--- config.mk ---
export PLATFORM = sky130hd
export DESIGN_NAME = audio_source_arbiter_flat
export DESIGN_NICKNAME = d
export VERILOG_FILES = /design/src/rtl/audio_arb_pkg.sv /design/src/rtl/audio_source_arbiter_if.sv /design/src/rtl/sample_handoff.sv /design/src/rtl/audio_source_arbiter.sv /design/src/flat_wrapper.sv
export SDC_FILE = /design/constraint.sdc
export NUM_CORES = 1
export LEC_CHECK = 0
export BUFFER_PORTS_ARGS = -buffer_cell sky130_fd_sc_hd__buf_2
export CORE_AREA = 2 2 136 72
export DETAILED_ROUTE_END_ITERATION = 8
export DIE_AREA = 0 0 138 74
export HOLD_SLACK_MARGIN = 0.03
export PLACE_DENSITY = 0.47
export SLEW_MARGIN = 20
export SYNTH_ARGS = -nofsm -noshare
export SYNTH_HDL_FRONTEND = slang
export SYNTH_SLANG_ARGS = --single-unit
export TNS_END_PERCENT = 20
--- constraint.sdc ---
create_clock -name clk -period 2.3 [get_ports clk]
set_input_delay 0.46 -clock clk [delete_from_list [all_inputs] [get_ports clk]]
set_output_delay 0.46 -clock clk [all_outputs]
set_load 0.02 [all_outputs]
--- src/rtl/audio_arb_pkg.sv ---
// audio_arb_pkg: shared types and constants for the audio source arbiter.
//   arb_state_e - arbiter state, also the encoding seen on active_source
//   Src*        - source codes used to tag an open sample window
//   SampleWidth - codec sample width; sample_t / ZeroSample derive from it
package audio_arb_pkg;

  localparam int unsigned SampleWidth = 16;

  typedef logic [SampleWidth-1:0] sample_t;

  localparam sample_t ZeroSample = '0;

  typedef enum logic [1:0] {
    StIdle  = 2'd0,
    StSong  = 2'd1,
    StKey   = 2'd2,
    StDrain = 2'd3
  } arb_state_e;

  localparam logic [1:0] SrcNone = 2'd0;
  localparam logic [1:0] SrcSong = 2'd1;
  localparam logic [1:0] SrcKey  = 2'd2;

  // Which source, if any, feeds the codec in a given state.
  function automatic logic [1:0] source_of(arb_state_e st);
    logic [1:0] src;
    src = SrcNone;
    if (st == StSong) src = SrcSong;
    if (st == StKey)  src = SrcKey;
    return src;
  endfunction

endpackage

--- src/rtl/audio_source_arbiter_if.sv ---
// audio_source_arbiter_if: signal bundle between the arbiter and its surroundings.
//   master - environment side (controls, source samples in; enables, codec sample out)
//   slave  - arbiter side
//   play, key_val, beat        : mode controls
//   generate_next_sample       : codec sample request (level, edge-detected inside)
//   song_sample(_ready)        : song player output
//   key_note_sample(_ready)    : keyboard voice output
//   song_enable, key_enable    : source enables
//   key_code                   : beat-quantised key code
//   sample_out(_ready)         : forwarded sample and one-cycle valid
//   active_source, sample_miss : state encoding and sticky miss flag
interface audio_source_arbiter_if;
  import audio_arb_pkg::*;

  logic       play;
  logic [3:0] key_val;
  logic       beat;
  logic       generate_next_sample;
  sample_t    song_sample;
  logic       song_sample_ready;
  sample_t    key_note_sample;
  logic       key_note_sample_ready;
  logic       song_enable;
  logic       key_enable;
  logic [3:0] key_code;
  sample_t    sample_out;
  logic       sample_out_ready;
  logic [1:0] active_source;
  logic       sample_miss;

  modport master (
    output play, key_val, beat, generate_next_sample,
    output song_sample, song_sample_ready, key_note_sample, key_note_sample_ready,
    input  song_enable, key_enable, key_code, sample_out, sample_out_ready,
    input  active_source, sample_miss
  );

  modport slave (
    input  play, key_val, beat, generate_next_sample,
    input  song_sample, song_sample_ready, key_note_sample, key_note_sample_ready,
    output song_enable, key_enable, key_code, sample_out, sample_out_ready,
    output active_source, sample_miss
  );

endinterface

--- src/rtl/sample_handoff.sv ---
// sample_handoff: turns codec request edges into exactly one forwarded sample each.
//   clk_i, rst_ni           : clock, synchronous active-low reset
//   generate_next_sample_i  : request level; one event per 0->1 transition
//   active_source_i         : current arbiter state, selects the live source
//   song_*_i, key_*_i       : source samples and ready pulses
//   sample_o, sample_valid_o: registered sample and one-cycle valid
//   sample_miss_o           : sticky, set on timeout or overrun substitution
//   drain_ack_o             : a request was answered while draining (combinational)
module sample_handoff
  import audio_arb_pkg::*;
#(
  parameter int unsigned SAMPLE_TIMEOUT = 64
) (
  input  logic       clk_i,
  input  logic       rst_ni,
  input  logic       generate_next_sample_i,
  input  arb_state_e active_source_i,
  input  sample_t    song_sample_i,
  input  logic       song_ready_i,
  input  sample_t    key_sample_i,
  input  logic       key_ready_i,
  output sample_t    sample_o,
  output logic       sample_valid_o,
  output logic       sample_miss_o,
  output logic       drain_ack_o
);

  // Timer counts cycles since the request event; the event cycle itself is 1.
  localparam logic [7:0] TimeoutLast = 8'(SAMPLE_TIMEOUT - 1);

  logic       gen_prev_q;
  logic       req_q;
  logic       pending_q, pending_d;
  logic [7:0] timer_q, timer_d;
  logic [1:0] win_src_q, win_src_d;
  sample_t    sample_q, sample_d;
  logic       valid_q, valid_d;
  logic       miss_q, miss_d;

  logic [1:0] cur_src;
  logic       streaming;
  logic       sel_ready;
  sample_t    sel_sample;

  assign cur_src   = source_of(active_source_i);
  assign streaming = (cur_src != SrcNone);

  always_comb begin
    sel_ready  = 1'b0;
    sel_sample = ZeroSample;
    unique case (cur_src)
      SrcSong: begin
        sel_ready  = song_ready_i;
        sel_sample = song_sample_i;
      end
      SrcKey: begin
        sel_ready  = key_ready_i;
        sel_sample = key_sample_i;
      end
      default: ;
    endcase
  end

  always_comb begin
    pending_d   = pending_q;
    timer_d     = timer_q;
    win_src_d   = win_src_q;
    sample_d    = sample_q;
    valid_d     = 1'b0;
    miss_d      = miss_q;
    drain_ack_o = 1'b0;

    if (pending_q && (cur_src != win_src_q)) begin
      // Source switched under an open window: close it quietly with silence.
      valid_d   = 1'b1;
      sample_d  = ZeroSample;
      pending_d = 1'b0;
      if (req_q) begin
        if (streaming) begin
          pending_d = 1'b1;
          timer_d   = 8'd1;
          win_src_d = cur_src;
        end else begin
          drain_ack_o = (active_source_i == StDrain);
        end
      end
    end else if (req_q) begin
      if (!streaming) begin
        valid_d     = 1'b1;
        sample_d    = ZeroSample;
        drain_ack_o = (active_source_i == StDrain);
      end else if (pending_q) begin
        // Overrun: the old window is answered with silence, the new one opens now.
        valid_d   = 1'b1;
        sample_d  = ZeroSample;
        miss_d    = 1'b1;
        pending_d = 1'b1;
        timer_d   = 8'd1;
        win_src_d = cur_src;
      end else if (sel_ready) begin
        valid_d  = 1'b1;
        sample_d = sel_sample;
      end else begin
        pending_d = 1'b1;
        timer_d   = 8'd1;
        win_src_d = cur_src;
      end
    end else if (pending_q) begin
      if (sel_ready) begin
        valid_d   = 1'b1;
        sample_d  = sel_sample;
        pending_d = 1'b0;
      end else if (timer_q >= TimeoutLast) begin
        valid_d   = 1'b1;
        sample_d  = ZeroSample;
        miss_d    = 1'b1;
        pending_d = 1'b0;
      end else begin
        timer_d = timer_q + 8'd1;
      end
    end
  end

  always_ff @(posedge clk_i) begin
    if (!rst_ni) begin
      gen_prev_q <= 1'b0;
      req_q      <= 1'b0;
      pending_q  <= 1'b0;
      timer_q    <= '0;
      win_src_q  <= SrcNone;
      sample_q   <= ZeroSample;
      valid_q    <= 1'b0;
      miss_q     <= 1'b0;
    end else begin
      gen_prev_q <= generate_next_sample_i;
      req_q      <= generate_next_sample_i & ~gen_prev_q;
      pending_q  <= pending_d;
      timer_q    <= timer_d;
      win_src_q  <= win_src_d;
      sample_q   <= sample_d;
      valid_q    <= valid_d;
      miss_q     <= miss_d;
    end
  end

  assign sample_o       = sample_q;
  assign sample_valid_o = valid_q;
  assign sample_miss_o  = miss_q;

endmodule

--- src/rtl/audio_source_arbiter.sv ---
// audio_source_arbiter: chooses between song player and keyboard voice for the
// single codec sample path, quantises key changes to beats and drains with
// silence on every source switch.
//   clk   : system clock
//   reset : synchronous, active-low
//   bus   : slave side of audio_source_arbiter_if (controls, sources, codec output)
module audio_source_arbiter
  import audio_arb_pkg::*;
#(
  parameter int unsigned MIN_KEY_BEATS  = 2,
  parameter int unsigned DRAIN_SAMPLES  = 4,
  parameter int unsigned SAMPLE_TIMEOUT = 64
) (
  input logic                   clk,
  input logic                   reset,
  audio_source_arbiter_if.slave bus
);

  localparam logic [7:0] MinBeats  = 8'(MIN_KEY_BEATS);
  localparam logic [3:0] DrainLast = 4'(DRAIN_SAMPLES - 1);

  arb_state_e state_q, state_d;
  logic [7:0] beat_cnt_q, beat_cnt_d;
  logic [3:0] drain_cnt_q, drain_cnt_d;
  logic [3:0] key_code_q, key_code_d;
  logic       song_en_q, song_en_d;
  logic       key_en_q, key_en_d;
  logic       drain_ack;

  always_comb begin
    state_d     = state_q;
    beat_cnt_d  = beat_cnt_q;
    drain_cnt_d = drain_cnt_q;
    key_code_d  = key_code_q;

    unique case (state_q)
      StIdle: begin
        if (bus.play) begin
          state_d = StSong;
        end else if (bus.key_val != 4'd0) begin
          state_d    = StKey;
          key_code_d = bus.key_val;
          beat_cnt_d = '0;
        end
      end
      StSong: begin
        if (!bus.play) begin
          state_d     = StDrain;
          drain_cnt_d = '0;
        end
      end
      StKey: begin
        // Exit beats a coincident beat: key_code is cleared, not updated.
        if (bus.play || ((bus.key_val == 4'd0) && (beat_cnt_q >= MinBeats))) begin
          state_d     = StDrain;
          drain_cnt_d = '0;
          key_code_d  = 4'd0;
        end else if (bus.beat) begin
          if (beat_cnt_q < MinBeats) beat_cnt_d = beat_cnt_q + 8'd1;
          if (bus.key_val != 4'd0)   key_code_d = bus.key_val;
        end
      end
      StDrain: begin
        key_code_d = 4'd0;
        if (drain_ack) begin
          if (drain_cnt_q >= DrainLast) state_d = StIdle;
          else                          drain_cnt_d = drain_cnt_q + 4'd1;
        end
      end
      default: state_d = StIdle;
    endcase

    song_en_d = (state_d == StSong);
    key_en_d  = (state_d == StKey);
  end

  always_ff @(posedge clk) begin
    if (!reset) begin
      state_q     <= StIdle;
      beat_cnt_q  <= '0;
      drain_cnt_q <= '0;
      key_code_q  <= '0;
      song_en_q   <= 1'b0;
      key_en_q    <= 1'b0;
    end else begin
      state_q     <= state_d;
      beat_cnt_q  <= beat_cnt_d;
      drain_cnt_q <= drain_cnt_d;
      key_code_q  <= key_code_d;
      song_en_q   <= song_en_d;
      key_en_q    <= key_en_d;
    end
  end

  sample_handoff #(
    .SAMPLE_TIMEOUT (SAMPLE_TIMEOUT)
  ) u_sample_handoff (
    .clk_i                  (clk),
    .rst_ni                 (reset),
    .generate_next_sample_i (bus.generate_next_sample),
    .active_source_i        (state_q),
    .song_sample_i          (bus.song_sample),
    .song_ready_i           (bus.song_sample_ready),
    .key_sample_i           (bus.key_note_sample),
    .key_ready_i            (bus.key_note_sample_ready),
    .sample_o               (bus.sample_out),
    .sample_valid_o         (bus.sample_out_ready),
    .sample_miss_o          (bus.sample_miss),
    .drain_ack_o            (drain_ack)
  );

  assign bus.song_enable   = song_en_q;
  assign bus.key_enable    = key_en_q;
  assign bus.key_code      = key_code_q;
  assign bus.active_source = state_q;

endmodule

--- src/flat_wrapper.sv ---
// flat-port wrapper written by rule: the top's interface ports become plain ports
module audio_source_arbiter_flat import audio_arb_pkg::*;
#(
  parameter int unsigned MIN_KEY_BEATS  = 2,
  parameter int unsigned DRAIN_SAMPLES  = 4,
  parameter int unsigned SAMPLE_TIMEOUT = 64
)
  (clk, reset, bus_play, bus_key_val, bus_beat, bus_generate_next_sample, bus_song_sample, bus_song_sample_ready, bus_key_note_sample, bus_key_note_sample_ready, bus_song_enable, bus_key_enable, bus_key_code, bus_sample_out, bus_sample_out_ready, bus_active_source, bus_sample_miss);
  audio_source_arbiter_if bus_i ();
  input logic clk;
  input logic reset;
  input wire logic [$bits(bus_i.play)-1:0] bus_play;
  input wire logic [$bits(bus_i.key_val)-1:0] bus_key_val;
  input wire logic [$bits(bus_i.beat)-1:0] bus_beat;
  input wire logic [$bits(bus_i.generate_next_sample)-1:0] bus_generate_next_sample;
  input wire logic [$bits(bus_i.song_sample)-1:0] bus_song_sample;
  input wire logic [$bits(bus_i.song_sample_ready)-1:0] bus_song_sample_ready;
  input wire logic [$bits(bus_i.key_note_sample)-1:0] bus_key_note_sample;
  input wire logic [$bits(bus_i.key_note_sample_ready)-1:0] bus_key_note_sample_ready;
  output wire logic [$bits(bus_i.song_enable)-1:0] bus_song_enable;
  output wire logic [$bits(bus_i.key_enable)-1:0] bus_key_enable;
  output wire logic [$bits(bus_i.key_code)-1:0] bus_key_code;
  output wire logic [$bits(bus_i.sample_out)-1:0] bus_sample_out;
  output wire logic [$bits(bus_i.sample_out_ready)-1:0] bus_sample_out_ready;
  output wire logic [$bits(bus_i.active_source)-1:0] bus_active_source;
  output wire logic [$bits(bus_i.sample_miss)-1:0] bus_sample_miss;
  assign bus_i.play = bus_play;
  assign bus_i.key_val = bus_key_val;
  assign bus_i.beat = bus_beat;
  assign bus_i.generate_next_sample = bus_generate_next_sample;
  assign bus_i.song_sample = bus_song_sample;
  assign bus_i.song_sample_ready = bus_song_sample_ready;
  assign bus_i.key_note_sample = bus_key_note_sample;
  assign bus_i.key_note_sample_ready = bus_key_note_sample_ready;
  assign bus_song_enable = bus_i.song_enable;
  assign bus_key_enable = bus_i.key_enable;
  assign bus_key_code = bus_i.key_code;
  assign bus_sample_out = bus_i.sample_out;
  assign bus_sample_out_ready = bus_i.sample_out_ready;
  assign bus_active_source = bus_i.active_source;
  assign bus_sample_miss = bus_i.sample_miss;
  audio_source_arbiter #(.MIN_KEY_BEATS(MIN_KEY_BEATS), .DRAIN_SAMPLES(DRAIN_SAMPLES), .SAMPLE_TIMEOUT(SAMPLE_TIMEOUT)) u_core (.clk(clk), .reset(reset), .bus(bus_i));
endmodule
Yosys cells after proc, flatten, opt, wreduce, memory -nomap -nowiden
Index checks and enable logic that the tools add are counted.
{ "word_totals": {"ff_bits": 51, "in_bits": 43, "out_inout_bits": 26} }
{ "op_classes": {"n_mux": 77, "reduce_logical": 21, "eq_ne": 28, "order_cmp": 4, "bitwise_logic": 4, "add_sub_neg": 3} }
{ "op_table": {"columns": ["cell", "count"], "rows": [
  ["$mux 8", 15],
  ["$mux 16", 7],
  ["$mux 4", 8],
  ["$pmux 16 s2", 1],
  ["$mux 2", 14],
  ["$mux 1", 27],
  ["$pmux 4 s3", 2],
  ["$ne 2x2->1 const B", 11],
  ["$add 8x1->8 const B", 2],
  ["$pmux 8 s2", 1],
  ["$reduce_and 6->1", 2],
  ["$ne 3x2->1 const B", 3],
  ["$reduce_and 3->1", 3],
  ["$reduce_bool 3->1", 3],
  ["$eq 2x2->1 const B", 4],
  ["$ge 8x2->1 const B", 1],
  ["$ge 8x6->1 const B", 1],
  ["$lt 8x2->1 const B", 1],
  ["$ne 2x1->1 const B", 4],
  ["$pmux 2 s4", 1],
  ["$reduce_bool 2->1", 4],
  ["$reduce_and 7->1", 1],
  ["$eq 2x1->1 const B", 3],
  ["$reduce_and 5->1", 1],
  ["14 further kinds", 17]
]} }

Logic depth before layout (Yosys ltp)
Gate-level depths: netlist of run 1.
{ "depth": {"depth_word": 10, "ltp_mapped": 10, "depth_no_buf": 7} }

Cells and area by module
A second synthesis of run 1 with hierarchy kept.
{ "unflattened": {"cells_unflattened": 285, "hier_area_um2": 2582.5} }
{ "modules_own_cells": {"columns": ["module", "area_per_inst_um2", "cells_each", "n_inst", "seq_area_each_um2"], "rows": [
  ["sample_handoff", 1682.9, 192, 1, 620.6],
  ["audio_source_arbiter", 899.6, 93, 1, 400.4]
]} }

Worst setup path after synthesis of run 1
OpenSTA, ideal clock, no wires.
{ "synth_path": {"path_kind": "register -> register", "startpoint": "register u_core.state_q[1], in the netlist u_core.bus.active_source[1]", "endpoint": "register u_core.u_sample_handoff.sample_q[10], in the netlist u_core.u_sample_handoff.sample_o[10]", "t_required_ps": 2172, "period_less_slack_ps": 2312, "setup_slack_ps": -12, "n_path_buf": 3, "arrival_ps": 2184, "stages_incl_launch_ff": 11, "path_cell_list": "dfxtp_1 inv_1 ha_1 buf_2 a22o_1 a21oi_1 a22oi_1 buf_2 buf_4 mux2i_1 nor2_1"} }
{ "synth_via": {"elab_chain_len": 9, "elab_cells_between_ends": 21, "cone_classes": "6 x eq/ne; 10 x mux; 5 x reduce/logical"} }
{ "synth_lines": {"columns": ["item", "line", "text"], "rows": [
  ["from (decl)", "audio_source_arbiter.sv:22", "arb_state_e state_q, state_d;"],
  ["from (signal assigned)", "audio_source_arbiter.sv:79", "state_q <= StIdle;"],
  ["from (signal assigned)", "audio_source_arbiter.sv:86", "state_q <= state_d;"],
  ["$eq 2x1->1", "audio_arb_pkg.sv:28", "if (st == StSong) src = SrcSong;"],
  ["$mux 1", "audio_arb_pkg.sv:28", null],
  ["$mux 2 (*)", "audio_arb_pkg.sv:29", "if (st == StKey) src = SrcKey;"],
  ["$eq 2x2->1 or $eq 2x1->1 (tied branches)", "sample_handoff.sv:51", "unique case (cur_src)"],
  ["$pmux 16 s2", "sample_handoff.sv:51", null],
  ["$mux 16", "sample_handoff.sv:100", "end else if (sel_ready) begin"],
  ["$mux 16", "sample_handoff.sv:92", "end else if (pending_q) begin"],
  ["$mux 16", "sample_handoff.sv:88", "if (!streaming) begin"],
  ["$mux 16", "sample_handoff.sv:87", "end else if (req_q) begin"],
  ["to (signal assigned)", "sample_handoff.sv:131", "sample_q <= ZeroSample;"],
  ["to (signal assigned)", "sample_handoff.sv:140", "sample_q <= sample_d;"],
  ["to (decl)", "sample_handoff.sv:36", "sample_t sample_q, sample_d;"]
]} }
Every way passes the cells marked *; elsewhere a longest branch is shown, timed or not. The select of a mux whose other input is x is not followed.
A chain may end at the register's enable or synchronous reset.

Final worst setup path of run 1
{ "layout_path": {"startpoint": "register u_core.state_q[1], in the netlist u_core.bus.active_source[1]", "endpoint": "register u_core.u_sample_handoff.timer_q[4]"} }
{ "layout_via": {"elab_chain_len": 7, "elab_cells_between_ends": 17, "cone_classes": "10 x eq/ne; 4 x mux; 3 x reduce/logical"} }
{ "layout_lines": {"columns": ["item", "line", "text"], "rows": [
  ["$eq 2x1->1", "audio_arb_pkg.sv:28", null],
  ["$mux 1", "audio_arb_pkg.sv:28", null],
  ["$mux 2 (*)", "audio_arb_pkg.sv:29", null],
  ["net u_core.u_sample_handoff.cur_src[0]", "sample_handoff.sv:40", "logic [1:0] cur_src;"],
  ["$eq 2x2->1 (tied with other cells)", "sample_handoff.sv:51", null],
  ["$pmux 1 s2 or $logic_and 1x1->1 (tied branches)", "sample_handoff.sv:51, sample_handoff.sv:73", null],
  ["$ne 4x3->1 (no line) or $ne 2x2->1 (tied branches)", null, null],
  ["$reduce_and 7->1 (no line)", null, null],
  ["to (signal assigned)", "sample_handoff.sv:138", "timer_q <= timer_d;"],
  ["to (decl)", "sample_handoff.sv:34", "logic [7:0] timer_q, timer_d;"]
]} }
The timed path passes the listed nets; every way through them passes the cells marked *.

==> flow_metrics.py, run 1 <==
metrics = {
    "sta": {
        "worst_pin_slew_ns": 0.501,
        "drv_slew": 0,
        "rsz0062_at_grt": "false",
        "clock_skew_ns": 0.00356,
        "timing.final.crit_share_pct": 92.9,
        "min_period_ns": 2.14,
        "hold_viol": 0,
        "whs_ns": 0.382,
        "max-slew-margin-rel_pct": 66.6,
        "tns_ns": 0,
        "max_clock_freq_mhz": 468,
        "final-setup-viol-count": 0,
    },
    "power": {
        "peakVddDrop_mv": 0.414,
        "power.density_mw_per_mm2": 776,
        "p_leak_nw": 1.38,
    },
    "grt": {
        "antenna_found_initial": 0,
        "groute.layer.met3.usage_pct": 4.19,
        "grt_overflow": 0,
        "grt_usage_pct": 14.0,
        "grt_pass1_vias": 2109,
        "grt_pass1_wl_mm": 11.2,
        "grt_max_degree": 30,
        "top_usage_layer": "met1",
        "met1_usage_pct": 22.9,
        "grt.met2_usage_pct": 16.3,
    },
    "detailed_routing": {
        "wl_mm": 7.10,
        "wire_per_inst_um": 14.5,
        "avgViaCountPerCell": 4.85,
        "drc": 0,
        "drt_first_pass_iters": 4,
        "ant_nets": 0,
        "num_vias": 2372,
        "drt_iter0_markers": 167,
    },
    "yosys": {
        "synth.distinct_cells": 53,
        "synth_flop_cell": "dfxtp_1",
        "synth_seq_cells": 51,
        "async_flop_share_pct": 0,
        "synth-edff-count": 0,
        "synthCells": 299,
        "yosysSeqAreaShare_pct": 38.9,
        "ys_warn_count": 0,
        "syn_area_per_cell_um2": 8.78,
        "synth_area_mm2": 0.00262,
        "syn_nets": 354,
    },
    "placed_design": {
        "port_buffers": 68,
        "placed_cells": 482,
        "hpwlAfterDp_mm": 5.51,
        "placed_area_mm2": 0.00313,
        "gp_congestion": 0.934,
    },
    "finish": {
        "layout.cells.non_filler": 489,
        "fin_area_mm2": 0.00329,
        "regArea_mm2": 0.00102,
        "multiInputGateArea_mm2": 0.00149,
        "n_fill_cell": 935,
        "layout-drive-gt1-share_pct": 26.9,
        "area_growth_pct": 25.5,
        "layout.nets": 423,
        "n_antenna_cell": 0,
    },
    "setup_path": {
        "cp_max_fo": 7,
        "worstPathArrival_ns": 2.32,
        "worstReg2RegEnd": "u_core.u_sample_handoff.timer_q[4]$_SDFFE_PN0P_",
        "path_class": "flop to flop",
        "crit_end": "u_core.u_sample_handoff.timer_q[4]$_SDFFE_PN0P_",
        "r2r_slack_ns": 0.16,
        "cp.required_ns": 2.48,
        "crit_start": "u_core.bus.active_source[1]$_SDFF_PN0_",
        "r2r-start": "u_core.bus.active_source[1]$_SDFF_PN0_",
        "critPathLaunchType": "flop",
        "rr_worst_depth": 7,
        "end_kind": "flop",
    },
    "outcome": {
        "status": "completed",
    },
    "clock_tree": {
        "path_clk_slew_ns": 0.06,
        "clk_path_buf_depth": 2,
        "ctsHtreeMaxLevel": 2,
        "cts_resized": 0,
        "root_buffer": "clkbuf_16",
        "clock_latency_ns": 0.29,
        "cts_tree": "yes",
        "cts_sinks": 51,
        "post-cts-setup-buffers": 0,
        "cts_buffers": 5,
        "postCtsHoldBufs": 0,
    },
    "floorplanning": {
        "die_h_um": 74,
        "chipWidth_um": 138,
        "core-area_mm2": 0.00907,
        "initial_core_util_pct": 28.9,
        "rows": 25,
        "io_pins": 69,
        "die_area_mm2": 0.0102,
    },
    "flow_run": {
        "maxCapViolCount": 0,
    },
    "worst_hold_path": {
        "hp-class": "flop to flop",
    },
}
==> cell families (layout without fill, tap and decap cells) <==
kind of cell               after synthesis  count (layout)  share of synthesized area [%]
AOI/OAI and AO/OA                       73              73                           21.3
xor gates and xnor gates                 4               4                           1.34
adders and majority gates               12              12                           5.72
buffers and inverters                   27              96                           4.67
DFF                                     51              51                           38.9
muxes                                   19              19                           7.25
and+or+nand+nor                        113             113                           20.8
==> worst min-delay path by stage <==
| stage | depth (start not counted) | startpoint | to |
|---|---|---|---|
| floorplan | 1 | u_core.u_sample_handoff.gen_prev_q$_SDFF_PN0_ | u_core.u_sample_handoff.req_q$_SDFF_PN0_ |
| global placement | 1 | u_core.u_sample_handoff.gen_prev_q$_SDFF_PN0_ | u_core.u_sample_handoff.req_q$_SDFF_PN0_ |
| detailed placement | 1 | u_core.u_sample_handoff.gen_prev_q$_SDFF_PN0_ | u_core.u_sample_handoff.req_q$_SDFF_PN0_ |
| CTS | 1 | u_core.u_sample_handoff.gen_prev_q$_SDFF_PN0_ | u_core.u_sample_handoff.req_q$_SDFF_PN0_ |
| global route | 1 | u_core.u_sample_handoff.gen_prev_q$_SDFF_PN0_ | u_core.u_sample_handoff.req_q$_SDFF_PN0_ |
| finish | 1 | u_core.u_sample_handoff.gen_prev_q$_SDFF_PN0_ | u_core.u_sample_handoff.req_q$_SDFF_PN0_ |
==> area by class of cell <==
type | instances | share of cell area, %
clock buffer | 6 | 3.91
clock inverter | 1 | 0.912
inverter | 11 | 1.25
multi-input combinational | 221 | 45.2
sequential | 51 | 31.1
tap | 121 | 4.60
timing repair buffer | 78 | 13.0
==> worst max-delay path, stage by stage (launching register included) <==
cell	delay, ns
dfxtp_2	0.40
inv_1	0.12
ha_1	0.28
xor2_1	0.19
o21ai_1	0.23
a2bb2oi_1	0.16
or2_2	0.39
o221a_2	0.25
==> cells in the mapped netlist (all sizes together) (3+ instances only) <==
master | n | share of area, %
nor3 | 8 | 1.5
and2 | 3 | 0.72
ha | 12 | 5.7
a21oi | 15 | 2.9
o211ai | 3 | 1.4
nand3 | 9 | 1.7
o21a | 3 | 0.86
o21ai | 10 | 1.9
mux2i | 19 | 7.2
and3 | 10 | 2.4
dfxtp | 51 | 39
o221a | 4 | 1.7
nand2 | 21 | 3.0
nor2 | 47 | 6.7
a22oi | 17 | 4.9
clkbuf | 9 | 1.7
inv | 11 | 1.6
a32o | 4 | 1.5
buf | 7 | 1.4
==> per-layer routing <==
layer,routed length (µm),vias up
li1,-,1218
met4,65,0
met5,0,-
met1,4130,1090
met2,2510,58
met3,395,6
==> power by group <==
group          switching [W]  internal (W)  leakage [nW]
logic               0.000468      0.000287         0.894
registers          0.0000430      0.000933         0.414
clock network       0.000316      0.000508        0.0769
==> per-stage QoR <==
stage,worst slack [ns],total power [W],utilization [%]
2_1_floorplan,0.129,0.00152,-
3_3_place_gp,0.195,0.00175,34.5
3_5_place_dp,0.103,0.00174,34.5
4_1_cts,0.0940,0.00258,36.2
5_1_grt,0.0141,0.00271,36.3
6_report,0.164,0.00255,36.3
==> cells in the final DEF, fill, tap and decap left out, types with 5 or more instances in the layout <==
master / instances
nand3_1: 9
buf_4: 9
nor3_1: 8
ha_1: 12
nor2_1: 47
mux2i_1: 19
inv_1: 11
and3_1: 9
buf_2: 68
clkbuf_16: 5
nand2_1: 21
a22oi_1: 16
dfxtp_1: 49
a21oi_1: 14
o21ai_0: 9
==> state kept, by name, indices dropped and copies added (netlist names), 2 cells and up <==
signal	cells
u_core.drain_cnt_q	4
u_core.bus.active_source	2
u_core.u_sample_handoff.win_src_q	2
u_core.u_sample_handoff.sample_o	16
u_core.beat_cnt_q	8
u_core.bus.key_code	4
u_core.u_sample_handoff.timer_q	8
Note: power is estimated with default switching activity, not from simulation.
==> inputs of run 2 (changes only) <==
CELL_PAD_IN_SITES_DETAIL_PLACEMENT = 1   (was not set)
CELL_PAD_IN_SITES_GLOBAL_PLACEMENT = 1   (was not set)
CTS_BUF_LIST = sky130_fd_sc_hd__clkbuf_4 sky130_fd_sc_hd__clkbuf_8   (was not set)
PLACE_DENSITY = 0.61   (was 0.47)
TNS_END_PERCENT = not set   (was 20)
==> run 2 against run 1 <==
  * Setup slack worse by 0.063 ns
  * Count of clock-buffer cells in the layout stayed put
  * Maximum frequency fell by 2.9%
  * Critical path type unchanged
  * Largest power group unchanged
==> flow_metrics.py, run 2 (synthesis results as in run 1) <==
metrics = {
    "sta": {
        "timing.final.crit_share_pct": 95.6,
        "max_clock_freq_mhz": 455,
        "drv_slew": 0,
        "hold_viol": 0,
        "worst_pin_slew_ns": 0.471,
        "final-setup-viol-count": 0,
        "clock_skew_ns": 0.0126,
        "min_period_ns": 2.20,
        "max-slew-margin-rel_pct": 68.5,
    },
    "floorplanning": {
        "chipWidth_um": 138,
        "initial_core_util_pct": 28.9,
        "rows": 25,
        "die_h_um": 74,
        "io_pins": 69,
        "core-area_mm2": 0.00907,
        "die_area_mm2": 0.0102,
    },
    "finish": {
        "n_antenna_cell": 0,
        "largest_register_ffs": 16,
        "final_cell_mix": "buf_2 (68), dfxtp_1 (49), nor2_1 (47), nand2_1 (21), mux2i_1 (19)",
        "n_fill_cell": 1104,
        "layout.nets": 427,
        "fin_area_mm2": 0.00329,
        "layout-drive-gt1-share_pct": 28.7,
        "area_growth_pct": 25.4,
        "mostFrequentLayoutCell": "buf_2",
    },
    "power": {
        "internal_power_w": 0.00158,
        "power.density_mw_per_mm2": 735,
        "p_clk_share_pct": 27.4,
        "peakVddDrop_mv": 0.333,
        "comb_power_share_pct": 32.3,
        "p_sw_w": 0.000840,
        "power_w": 0.00242,
        "seq_power_share_pct": 40.3,
        "p_sw_share_pct": 34.7,
        "p_leak_nw": 1.39,
    },
    "clock_tree": {
        "clk_path_buf_depth": 2,
        "clock_latency_ns": 0.32,
        "cts_buffers": 5,
        "cts_sinks": 51,
        "path_clk_slew_ns": 0.10,
        "postCtsHoldBufs": 0,
        "ctsHtreeMaxLevel": 2,
        "root_buffer": "clkbuf_8",
        "cts_tree": "yes",
    },
    "setup_path": {
        "cpPeakStageDelay_ns": 0.41,
        "critPathLaunchType": "flop",
        "path_delay_family": "compound AO/OA/AOI/OAI gates",
        "r2r_slack_ns": 0.10,
        "worstPathArrival_ns": 2.41,
        "crit_path_top_delay_cell": "dfxtp_2",
        "path_class": "flop to flop",
        "end_kind": "flop",
        "cp.required_ns": 2.51,
        "cp_max_fo": 7,
        "critPathBufInv": 1,
        "crit_chain": "inv_1 -> ha_1 -> xor2_1 -> o21ai_1 -> a2bb2oi_2 -> or2_2 -> o221a_2",
    },
    "detailed_routing": {
        "wire_per_inst_um": 15.6,
        "avgViaCountPerCell": 4.85,
        "drt_iter0_markers": 168,
        "ant_nets": 0,
        "drt_first_pass_iters": 4,
        "wl_mm": 7.70,
        "num_vias": 2396,
        "drc": 0,
    },
    "outcome": {
        "status": "completed",
    },
    "grt": {
        "grt_usage_pct": 15.3,
        "grt_pass1_vias": 2366,
        "grt_pass1_wl_mm": 12.4,
        "grt_overflow": 0,
        "antenna_found_initial": 0,
        "grt_max_degree": 19,
    },
    "placed_design": {
        "hpwlAfterDp_mm": 6.01,
        "port_buffers": 68,
        "gp_congestion": 0.870,
        "placed_area_mm2": 0.00314,
    },
    "worst_hold_path": {
        "hp-class": "input pin to flop",
    },
    "flow_run": {
        "maxCapViolCount": 0,
    },
}
## run 2: cell count changes in the layout (fill, tap and decap cells not counted)
cell,change
clkbuf_8,+6
clkbuf_16,-5
buf_4,+4
a21oi_1,-1
a21oi_2,+1
a2bb2oi_1,-1
a2bb2oi_2,+1
clkbuf_1,-1
clkinv_2,+1
## run 2: area by class of cell
| type | instances | area, µm² | share of cell area (%) |
|---|---|---|---|
| Clock inverter | 2 | 35.0 | 1.06 |
| Sequential cell | 51 | 1020 | 31.1 |
| Clock buffer | 6 | 82.6 | 2.51 |
| Multi-Input combinational cell | 221 | 1500 | 45.6 |
| Timing Repair Buffer | 82 | 458 | 13.9 |
| Tap cell | 121 | 151 | 4.60 |
| Inverter | 11 | 41.3 | 1.25 |
## run 2: final timing paths
| kind | from | endpoint | depth (start not counted) |
|---|---|---|---|
| setup / recovery | u_core.bus.active_source[1]$_SDFF_PN0_ | u_core.u_sample_handoff.timer_q[4]$_SDFFE_PN0P_ | 7 |
| hold reg to reg | u_core.u_sample_handoff.gen_prev_q$_SDFF_PN0_ | u_core.u_sample_handoff.req_q$_SDFF_PN0_ | 1 |
| hold / removal | bus_generate_next_sample | u_core.u_sample_handoff.gen_prev_q$_SDFF_PN0_ | 2 |
| setup reg to reg | u_core.bus.active_source[1]$_SDFF_PN0_ | u_core.u_sample_handoff.timer_q[4]$_SDFFE_PN0P_ | 7 |
## run 2: stage by stage
| step | util [%] | setup WS (ns) | hold WS, ns | setup TNS (ns) | std cells |
|---|---|---|---|---|---|
| after floorplan | - | 0.129 | 0.367 | 0 | 299 |
| after global placement | 34.7 | 0.210 | 0.372 | 0 | 484 |
| after detailed placement | 34.7 | 0.0550 | 0.384 | 0 | 484 |
| after CTS | 36.0 | 0.0270 | 0.362 | 0 | 492 |
| after global routing | 36.3 | -0.00704 | 0.380 | -0.00704 | 494 |
| final | 36.3 | 0.101 | 0.380 | 0 | 494 |
## run 2: metal layers
layer	wire (µm)	track usage, %	vias up
met5	0	0	-
met4	63	3.40	0
met3	314	3.67	7
met2	2880	20.1	44
met1	4440	24.5	1117
li1	-	-	1228
## run 2: what timing repair did
item	4_1_cts	5_1_grt
hold endpoints to repair	0	0
buffers inserted	0	2
gates resized for setup	0	4
endpoints found under the setup margin	0	8
## run 2: power groups by stage
stage,Sequential (W),Combinational (W),Clock (W)
finish,0.000976,0.000782,0.000662
global route,0.000983,0.000875,0.000728
CTS,0.000976,0.000773,0.000696
detailed placement,0.000995,0.000770,0
global placement,0.000992,0.000763,0
floorplan,0.00103,0.000491,0
==> inputs of run 3 (changes only) <==
PLACE_DENSITY = 0.68   (was 0.61)
==> run 3 against run 2 <==
  * Combinational power grew 0.5%
  * Via count is 3.4% higher
  * Clock skew hardly changed
  * Non-clock buffer count down 1
  * Critical path depth shrank 1
  * Largest cell class unchanged
==> flow_metrics.py, run 3 (synthesis results as in run 1) <==
metrics = {
    "detailed_routing": {
        "wl_mm": 7.92,
        "drt_iter0_markers": 119,
        "drt_first_pass_iters": 4,
        "num_vias": 2477,
        "avgViaCountPerCell": 5.02,
        "wire_per_inst_um": 16.1,
        "ant_nets": 0,
        "drc": 0,
    },
    "floorplanning": {
        "chipWidth_um": 138,
        "initial_core_util_pct": 28.9,
        "io_pins": 69,
        "rows": 25,
        "core-area_mm2": 0.00907,
        "die_area_mm2": 0.0102,
        "die_h_um": 74,
    },
    "finish": {
        "n_fill_cell": 1111,
        "layout-drive-gt1-share_pct": 28.8,
        "layout.nets": 426,
        "fin_area_mm2": 0.00329,
        "multiInputGateArea_mm2": 0.00150,
        "regArea_mm2": 0.00102,
        "mostFrequentLayoutCell": "buf_2",
        "area_growth_pct": 25.2,
        "final_cell_mix": "buf_2 (68), dfxtp_1 (49), nor2_1 (47), nand2_1 (21), mux2i_1 (19)",
        "n_antenna_cell": 0,
        "largest_register_ffs": 16,
    },
    "power": {
        "p_leak_nw": 1.38,
        "power_w": 0.00243,
        "power.density_mw_per_mm2": 740,
        "peakVddDrop_mv": 0.366,
    },
    "worst_hold_path": {
        "hp-class": "input pin to flop",
    },
    "clock_tree": {
        "root_buffer": "clkbuf_8",
        "cts_sinks": 51,
        "cts_buffers": 5,
        "clock_latency_ns": 0.33,
        "path_clk_slew_ns": 0.11,
        "cts_tree": "yes",
        "ctsHtreeMaxLevel": 2,
        "clk_path_buf_depth": 2,
    },
    "grt": {
        "grt_pass1_vias": 2391,
        "antenna_found_initial": 0,
        "grt_max_degree": 27,
        "grt_usage_pct": 15.2,
        "grt_overflow": 0,
        "grt_pass1_wl_mm": 12.4,
    },
    "sta": {
        "timing.final.crit_share_pct": 94.0,
        "max_clock_freq_mhz": 462,
        "whs_ns": 0.360,
        "max-slew-margin-rel_pct": 68.4,
        "final-setup-viol-count": 0,
        "clock_skew_ns": 0.0122,
        "min_period_ns": 2.16,
        "hold_viol": 0,
        "worst_pin_slew_ns": 0.474,
        "tns_ns": 0,
        "drv_slew": 0,
    },
    "setup_path": {
        "cp_max_fo": 8,
        "end_kind": "flop",
        "cp.required_ns": 2.51,
        "rr_worst_depth": 6,
        "critPathLaunchType": "flop",
        "worstReg2RegEnd": "u_core.u_sample_handoff.pending_q$_SDFFE_PN0P_",
        "r2r-start": "u_core.bus.active_source[0]$_SDFF_PN0_",
        "path_class": "flop to flop",
        "crit_start": "u_core.bus.active_source[0]$_SDFF_PN0_",
        "r2r_slack_ns": 0.14,
        "crit_end": "u_core.u_sample_handoff.pending_q$_SDFFE_PN0P_",
        "worstPathArrival_ns": 2.38,
    },
    "placed_design": {
        "hpwlAfterDp_mm": 6.03,
        "placed_area_mm2": 0.00312,
        "port_buffers": 68,
        "gp_congestion": 0.889,
    },
    "flow_run": {
        "maxCapViolCount": 0,
    },
    "outcome": {
        "status": "completed",
    },
}
[run 3: cell count changes in the layout (fill, tap and decap cells not counted)]
cell      previous run  this run
buf_4               13        12
clkbuf_8             6         5
clkinv_2             1         0
clkinv_4             0         1
inv_6                0         1
o21ai_1              1         0
o21ai_2              0         1
[run 3: how the worst min path moves through the flow]
stage	cells past startpoint	start	to	slack (ns)
final	2	bus_generate_next_sample	u_core.u_sample_handoff.gen_prev_q$_SDFF_PN0_	0.36
after global routing	2	bus_generate_next_sample	u_core.u_sample_handoff.gen_prev_q$_SDFF_PN0_	0.36
after CTS	2	bus_generate_next_sample	u_core.u_sample_handoff.gen_prev_q$_SDFF_PN0_	0.34
after detailed placement	1	u_core.u_sample_handoff.gen_prev_q$_SDFF_PN0_	u_core.u_sample_handoff.req_q$_SDFF_PN0_	0.37
after global placement	1	u_core.u_sample_handoff.gen_prev_q$_SDFF_PN0_	u_core.u_sample_handoff.req_q$_SDFF_PN0_	0.37
after floorplan	1	u_core.u_sample_handoff.gen_prev_q$_SDFF_PN0_	u_core.u_sample_handoff.req_q$_SDFF_PN0_	0.37
[run 3: power breakdown]
part / leakage, nW / switching [W] / internal (W)
logic: 0.911 / 0.000492 / 0.000295
registers: 0.414 / 0.0000444 / 0.000932
clock network: 0.0587 / 0.000337 / 0.000330
[run 3: metal layers]
metal / up-vias / routed length [µm] / track usage, %
li1: 1222 / - / -
met3: 9 / 499 / 4.57
met2: 71 / 3150 / 20.7
met5: - / 0 / 0
met1: 1175 / 4200 / 23.2
met4: 0 / 70 / 3.74
[run 3: worst max-delay path, cell delays in order, from the launching register on]
cell and delay, ns:
dfxtp_2 0.42, inv_1 0.14, ha_1 0.42, nand2_1 0.19, a21boi_1 0.43, a211oi_2 0.10, o311a_1 0.34
[run 3: layout make-up]
cell class,count,area share (%)
clock buffers,5,2.09
clock inverters,3,1.45
inverters,11,1.26
multi-input cells,221,45.7
flip-flops and latches,51,31.2
well taps,121,4.61
repair buffers,81,13.7
[run 3: metrics by stage]
| step | std cells | utilization [%] | setup WS (ns) |
|---|---|---|---|
| after floorplan | 299 | - | 0.129 |
| after global placement | 481 | 34.4 | 0.234 |
| after detailed placement | 481 | 34.4 | 0.0714 |
| after CTS | 489 | 35.7 | 0.0632 |
| after global routing | 493 | 36.2 | -0.0123 |
| final | 493 | 36.2 | 0.137 |
[run 3: what timing repair did]
| item | 4_1_cts | 5_1_grt |
|---|---|---|
| hold buffers | 0 | 0 |
| endpoints found under the setup margin | 1 | 11 |
| pin swaps | 0 | 2 |
| resized for setup | 1 | 4 |
| setup buffers | 0 | 4 |
